### config.mk
export PLATFORM = sky130hd
export DESIGN_NAME = qpix_serial_rx_flat
export DESIGN_NICKNAME = d
export VERILOG_FILES = /design/src/rtl/qpix_srx_pkg.sv /design/src/rtl/qpix_serial_rx_if.sv /design/src/rtl/srx_clk_div.sv /design/src/rtl/qpix_serial_rx.sv /design/src/flat_wrapper.sv
export SDC_FILE = /design/constraint.sdc
export NUM_CORES = 1
export LEC_CHECK = 0
export ABC_CLOCK_PERIOD_IN_PS = 3900
export CAP_MARGIN = 25
export CORE_UTILIZATION = 54
export DETAILED_ROUTE_END_ITERATION = 7
export GPL_TIMING_DRIVEN = 1
export PLACE_DENSITY = 0.85
export SLEW_MARGIN = 15
export SYNTH_ARGS = -nofsm -noshare
export SYNTH_HDL_FRONTEND = slang
export SYNTH_HIERARCHICAL = 1
export SYNTH_SLANG_ARGS = --single-unit
### constraint.sdc
create_clock -name clk -period 3.9 [get_ports clk]
set_input_delay 0.39 -clock clk [delete_from_list [all_inputs] [get_ports clk]]
set_output_delay 0.39 -clock clk [all_outputs]
set_load 0.01 [all_outputs]
### src/rtl/qpix_srx_pkg.sv
// Shared definitions for the QPix serial readback receiver.
// SRX_HALF_PERIOD is also the sclk half-period used by the serial transmitters,
// so the read and write directions run at the same shift rate.
package qpix_srx_pkg;

  localparam int SRX_WIDTH       = 32;
  localparam int SRX_HALF_PERIOD = 4;
  localparam int SRX_CNT_W       = 16;

  typedef enum logic [1:0] {
    IDLE  = 2'd0,
    SHIFT = 2'd1,
    DONE  = 2'd2
  } srx_state_t;

  // Bit counter must hold the value WIDTH itself (count after the last rise).
  function automatic int srx_bit_cnt_w(input int width);
    return $clog2(width + 1);
  endfunction

endpackage

### src/rtl/qpix_serial_rx_if.sv
// Register-file side of the serial readback receiver.
// master = reg_rw / register file, slave = receiver.
interface qpix_serial_rx_if
  import qpix_srx_pkg::*;
#(
  parameter int WIDTH = SRX_WIDTH,
  parameter int CNT_W = SRX_CNT_W
) ();

  logic             start;
  logic [WIDTH-1:0] exp_data;
  logic             busy;
  logic [WIDTH-1:0] rx_data;
  logic             rx_valid;
  logic [CNT_W-1:0] rx_count;
  logic             mismatch;

  modport master (
    output start, exp_data,
    input  busy, rx_data, rx_valid, rx_count, mismatch
  );

  modport slave (
    input  start, exp_data,
    output busy, rx_data, rx_valid, rx_count, mismatch
  );

endinterface

### src/rtl/srx_clk_div.sv
// sclk phase generator: HALF_PERIOD clk cycles per phase, low phase first.
// rise/fall are strobes on the cycle whose clock edge flips the phase,
// so the registered phase output changes one cycle after the strobe.
module srx_clk_div
  import qpix_srx_pkg::*;
#(
  parameter int HALF_PERIOD = SRX_HALF_PERIOD
) (
  input  logic clk,
  input  logic rst,
  input  logic en,
  input  logic clr,
  output logic phase,
  output logic rise,
  output logic fall
);

  localparam int DIV_W = (HALF_PERIOD > 1) ? $clog2(HALF_PERIOD) : 1;

  logic [DIV_W-1:0] cnt;
  logic             term;

  assign term = (cnt == DIV_W'(HALF_PERIOD - 1));
  assign rise = en & ~clr & term & ~phase;
  assign fall = en & ~clr & term & phase;

  // Phase counter; clear parks the divider at the start of a low phase.
  always_ff @(posedge clk or posedge rst) begin
    if (rst) begin
      cnt   <= '0;
      phase <= 1'b0;
    end else if (clr) begin
      cnt   <= '0;
      phase <= 1'b0;
    end else if (en) begin
      if (term) begin
        cnt   <= '0;
        phase <= ~phase;
      end else begin
        cnt <= cnt + DIV_W'(1);
      end
    end
  end

endmodule

### src/rtl/qpix_serial_rx.sv
// QPix serial readback receiver: drives a gated sclk toward the ASIC and
// deserializes SDO (MSB first) into a WIDTH-bit word for the register file.
// Optional feature macro: QPIX_SRX_COMPARE_EN (latch exp_data at the start
// edge and flag a sticky mismatch against the received word).
module qpix_serial_rx
  import qpix_srx_pkg::*;
#(
  parameter int WIDTH       = SRX_WIDTH,
  parameter int HALF_PERIOD = SRX_HALF_PERIOD,
  parameter int CNT_W       = SRX_CNT_W
) (
  input  logic                   clk,
  input  logic                   rst,
  input  logic                   sdo,
  output logic                   sclk,
  qpix_serial_rx_if.slave        bus
);

  localparam int BC_W = srx_bit_cnt_w(WIDTH);

  srx_state_t       state;
  srx_state_t       state_nxt;
  logic             sdo_m;
  logic             sdo_s;
  logic             start_q;
  logic             start_qq;
  logic             start_edge;
  logic             accept;
  logic             frame_end;
  logic [BC_W-1:0]  bit_cnt;
  logic [WIDTH-1:0] shreg;
  logic [WIDTH-1:0] rx_data_q;
  logic [CNT_W-1:0] cnt_q;
  logic             div_en;
  logic             div_clr;
  logic             rise;
  logic             fall;
  logic             busy;
  logic             rx_valid;

  // sdo is asynchronous to clk; start comes from reg_rw and only needs an edge.
  always_ff @(posedge clk or posedge rst) begin
    if (rst) begin
      sdo_m    <= 1'b0;
      sdo_s    <= 1'b0;
      start_q  <= 1'b0;
      start_qq <= 1'b0;
    end else begin
      sdo_m    <= sdo;
      sdo_s    <= sdo_m;
      start_q  <= bus.start;
      start_qq <= start_q;
    end
  end

  assign start_edge = start_q & ~start_qq;
  // Only edges seen in IDLE start a frame; edges while busy are dropped.
  assign accept     = (state == IDLE) & start_edge;
  // End of the high phase of the last bit: sclk returns low as DONE is entered.
  assign frame_end  = fall & (bit_cnt == BC_W'(WIDTH));

  srx_clk_div #(
    .HALF_PERIOD (HALF_PERIOD)
  ) u_clk_div (
    .clk   (clk),
    .rst   (rst),
    .en    (div_en),
    .clr   (div_clr),
    .phase (sclk),
    .rise  (rise),
    .fall  (fall)
  );

  // State register.
  always_ff @(posedge clk or posedge rst) begin
    if (rst) state <= IDLE;
    else     state <= state_nxt;
  end

  // Next-state logic.
  always_comb begin
    state_nxt = state;
    case (state)
      IDLE:    if (start_edge) state_nxt = SHIFT;
      SHIFT:   if (frame_end)  state_nxt = DONE;
      DONE:    state_nxt = IDLE;
      default: state_nxt = IDLE;
    endcase
  end

  // State-decoded outputs and divider control.
  always_comb begin
    busy     = 1'b0;
    rx_valid = 1'b0;
    div_en   = 1'b0;
    div_clr  = 1'b1;
    case (state)
      SHIFT: begin
        busy    = 1'b1;
        div_en  = 1'b1;
        div_clr = 1'b0;
      end
      DONE: begin
        busy     = 1'b1;
        rx_valid = 1'b1;
      end
      default: ;
    endcase
  end

  // Shift register samples synchronized sdo on each sclk rise, MSB first.
  always_ff @(posedge clk or posedge rst) begin
    if (rst) begin
      bit_cnt <= '0;
      shreg   <= '0;
    end else if (accept) begin
      bit_cnt <= '0;
      shreg   <= '0;
    end else if (rise) begin
      bit_cnt <= bit_cnt + BC_W'(1);
      shreg   <= {shreg[WIDTH-2:0], sdo_s};
    end
  end

  // Result registers load on entry to DONE so rx_data and rx_count are
  // already current while rx_valid is high.
  always_ff @(posedge clk or posedge rst) begin
    if (rst) begin
      rx_data_q <= '0;
      cnt_q     <= '0;
    end else if (frame_end) begin
      rx_data_q <= shreg;
      cnt_q     <= cnt_q + CNT_W'(1);
    end
  end

`ifdef QPIX_SRX_COMPARE_EN
  logic [WIDTH-1:0] exp_q;
  logic             mismatch_q;

  // Expected word is captured with the accepted start; the flag is sticky
  // until the next accepted start.
  always_ff @(posedge clk or posedge rst) begin
    if (rst) begin
      exp_q      <= '0;
      mismatch_q <= 1'b0;
    end else if (accept) begin
      exp_q      <= bus.exp_data;
      mismatch_q <= 1'b0;
    end else if (frame_end) begin
      mismatch_q <= mismatch_q | (shreg != exp_q);
    end
  end

  assign bus.mismatch = mismatch_q;
`else
  logic unused_exp;
  assign unused_exp   = ^bus.exp_data;
  assign bus.mismatch = 1'b0;
`endif

  assign bus.busy     = busy;
  assign bus.rx_valid = rx_valid;
  assign bus.rx_data  = rx_data_q;
  assign bus.rx_count = cnt_q;

endmodule

### src/flat_wrapper.sv
// flat-port wrapper written by rule: the top's interface ports become plain ports
module qpix_serial_rx_flat import qpix_srx_pkg::*;
#(
  parameter int WIDTH       = SRX_WIDTH,
  parameter int HALF_PERIOD = SRX_HALF_PERIOD,
  parameter int CNT_W       = SRX_CNT_W
)
  (clk, rst, sdo, sclk, bus_start, bus_exp_data, bus_busy, bus_rx_data, bus_rx_valid, bus_rx_count, bus_mismatch);
  qpix_serial_rx_if #(.WIDTH(WIDTH), .CNT_W(CNT_W)) bus_i ();
  input  logic clk;
  input  logic rst;
  input  logic sdo;
  output logic sclk;
  input wire logic [$bits(bus_i.start)-1:0] bus_start;
  input wire logic [$bits(bus_i.exp_data)-1:0] bus_exp_data;
  output wire logic [$bits(bus_i.busy)-1:0] bus_busy;
  output wire logic [$bits(bus_i.rx_data)-1:0] bus_rx_data;
  output wire logic [$bits(bus_i.rx_valid)-1:0] bus_rx_valid;
  output wire logic [$bits(bus_i.rx_count)-1:0] bus_rx_count;
  output wire logic [$bits(bus_i.mismatch)-1:0] bus_mismatch;
  assign bus_i.start = bus_start;
  assign bus_i.exp_data = bus_exp_data;
  assign bus_busy = bus_i.busy;
  assign bus_rx_data = bus_i.rx_data;
  assign bus_rx_valid = bus_i.rx_valid;
  assign bus_rx_count = bus_i.rx_count;
  assign bus_mismatch = bus_i.mismatch;
  qpix_serial_rx #(.WIDTH(WIDTH), .HALF_PERIOD(HALF_PERIOD), .CNT_W(CNT_W)) u_core (.clk(clk), .rst(rst), .sdo(sdo), .sclk(sclk), .bus(bus_i));
endmodule
==> impl_results.md <==
- Final Hold Slack: 0.245 ns
- EDFF count, synth: 0
- Die Wd: 87.7 um
- CTS tree: yes
- Finished Layout Cells: 462
- Largest net degree at the start of global routing: 47
- First-pass GRT wire length: 11,200 um
- RSZ-0062 raised after global routing: false
- # hold bufs at CTS: 0
- Final ANT Viol Nets: 0
- Total congestion overflow: 0
- Vias in the first global route: 2,376
- Mapped Nets: 349
- Worst hold path type: in2async
- Critical path cell sequence: inv_1 > ha_1 > inv_1 > nor3b_1 > and2_1 > nand2_2 > buf_4 > mux2_4
- Core ar.: 6940 um^2
- CP startpoint kind: flop
- CTS sink cnt: 95
- Pwr dens: 389 nW/um^2
- Post-Route WL: 6600 um
- Final hold vios: 0
- GP Congestion: 0.759
- Layout area overhead: 21.4%
- Total GRT Usage: 19.1%
- WS Path Type: reg2reg
- Critical path's largest stage delay: 0.41 ns
- Share of layout cells above drive strength 1: 16.9%
- Worst slew pin tran: 0.766 ns
- Synth warn: 6
- I/O pin cnt: 88
- Worst Path Required: 4.14 ns
- Setup Buffers After CTS: 0
- Min Tclk post-route: 2.75 ns
- Synth cell types: 34
- Starting Density: 57.2%
- Via Count: 2,372
- Drt pass-1 iters: 4
- Total power: 1.87 mW
- Final #Nets: 406
- Initial DRC Count: 105
- CTS buffer count: 9
- Mapped Cells: 305
- Maximum vdd ir drop: 0.000275 V
- CTS clock-pin slew for the worst setup and hold paths: 0.09 ns
- Slew Limit Headroom: 48.9%
- Setup violations, final: 0
- DR vias/cell: 5.13
- Period utilization: 70.6%
- Wire per inst: 14.3 um
- Setup crit end kind: flop
- Root Buffer: clkbuf_8
- Setup_tns: 0 ns
- Avg Inst Size Synth: 13.0 um^2
- CP arrival: 3.00 ns
- Final Slew Violations: 0
- Seq cells post-synth: 95
- Residual DRC: 0
- Worst-Skew Late Latency: 0.36 ns
- Register area share after synthesis: 59.9%
- Full die area: 7700 um^2
- Clock tree buffer depth: 2
- Netlist Area Pre-Place: 3970 um^2
- Most frequent CP cell: inv_1
- Antenna cells: 0
- Rows: 30
- Slowest cell on crit path: dfrtp_1
- Skew final: 0.0120 ns
- Outcome: finished, final reports clean
- Static Leak: 2.31 nW
- Detailed placement HPWL: 4300 um
- Asr flop ratio synth: 100%
- Die Height: 87.7 um
- Post-CTS resize count: 0
- Max-cap check violation count: 0
- Buffers on Ports: 54
- Dpl cells: 447
- Fmax achieved: 363 MHz
- Util after Layout: 69.4%
- Initial antenna violation count: 0
- H-tree Lvls: 3
- Maximum fanout along the worst path: 23
- Most used DFF post-synth: dfrtp_1
area by class of cell:
type	count	area, um^2
Sequential cell	95	2380
Fill cell	484	2120
Multi-Input combinational cell	187	1490
Timing Repair Buffer	59	578
Clock buffer	10	138
Tap cell	96	120
Clock inverter	5	81.3
Inverter	10	38.8
placed cells by master, fill, tap and decap left out, types with 2 or more instances in the layout:
cell and instances:
a21oi_1 3, and2_1 2, nand2_1 8, bufinv_16 2, xnor2_1 7, nor2_1 47
mux2i_1 34, inv_1 9, clkinv_2 2, dfrtp_1 95, and4_1 3, clkbuf_8 10
mux2_2 28, mux2_4 7, buf_4 5, nor3_2 2, clkdlybuf4s50_1 54, nand3_1 3
nand4_1 6, nand2b_1 3, ha_1 8, xor2_1 12
final timing paths:
| kind | startpoint | end | slack (ns) | cells after the start |
|---|---|---|---|---|
| worst min-delay path | rst | u_core/u_clk_div/cnt[0] | 0.25 | 2 |
| max in group asynchronous | rst | u_core/shreg[13] | 2.61 | 3 |
| worst max register to register | u_core/state[1] | u_core/bus.rx_data[0] | 1.15 | 8 |
| worst min register to register | u_core/sdo_m | u_core/sdo_s | 0.37 | 0 |
| worst max-delay path | u_core/state[1] | u_core/bus.rx_data[0] | 1.15 | 8 |
| min in group clk | u_core/sdo_m | u_core/sdo_s | 0.37 | 0 |
worst max-delay path: cells and delay by family, from the launching register on:
kind / cells / cell delay (ns)
flip-flops: 1 / 0.41
multiplexers: 1 / 0.32
buffers and inverters: 3 / 0.66
adder cells (fa/ha/maj): 1 / 0.32
AND/OR/NAND/NOR: 3 / 0.92
cells by family after synthesis:
kind of cell,Yosys count,share of synthesized area [%]
flip-flops,95,59.9
AND/OR/NAND/NOR,83,10.2
multiplexers,69,19.2
buffers and inverters,23,2.84
XOR/XNOR,19,4.19
adder cells (fa/ha/maj),8,2.52
AO/OA/AOI/OAI,7,1.10
other,1,0.0945
state kept, by name, summed over array words and instances (netlist names), 2 cells and up:
signal	count
u_core/state	2
u_core/shreg	32
u_core/bit_cnt	6
u_core/bus.rx_data	32
u_core/bus.rx_count	16
u_core/u_clk_div/cnt	2
synth_stat cells (2+ instances only):
| master | number | share of area (%) |
|---|---|---|
| dfrtp_1 | 95 | 60 |
| nor2_1 | 48 | 4.5 |
| mux2i_1 | 34 | 8.6 |
| mux2_2 | 28 | 7.9 |
| xor2_1 | 12 | 2.6 |
| inv_1 | 10 | 0.95 |
| ha_1 | 8 | 2.5 |
| nand2_1 | 8 | 0.76 |
| mux2_4 | 7 | 2.6 |
| xnor2_1 | 7 | 1.5 |
| buf_2 | 6 | 0.76 |
| nand4_1 | 6 | 0.95 |
| clkbuf_1 | 4 | 0.38 |
| a21oi_1 | 3 | 0.38 |
| and4_1 | 3 | 0.66 |
| nand2b_1 | 3 | 0.47 |
| nand3_1 | 3 | 0.38 |
| and2_1 | 2 | 0.32 |
| buf_6 | 2 | 0.57 |
| nor3_1 | 2 | 0.25 |
power breakdown:
group | total (mW) | internal, mW | leakage (nW) | switching (mW)
Clock | 0.709 | 0.376 | 0.109 | 0.333
Combinational | 0.159 | 0.0614 | 0.883 | 0.0980
Sequential | 1.01 | 0.997 | 1.32 | 0.00922
routing by layer:
metal | share of wire, % | vias up | track usage, % | routed length, um
met5 | 0 | - | 0 | 0
met4 | 0.94 | 0 | 6.71 | 62
met3 | 4.6 | 4 | 4.71 | 303
met2 | 45 | 49 | 29.9 | 2990
met1 | 49 | 1184 | 26.3 | 3250
li1 | - | 1135 | - | -
metrics by stage:
step	setup slack (ns)	cell area [um^2]
2_1_floorplan	1.12	3970
3_3_place_gp	1.32	4600
3_5_place_dp	1.20	4600
4_1_cts	1.11	4820
5_1_grt	0.877	4820
6_report	1.15	4820
(Power assumes the default switching activity.)
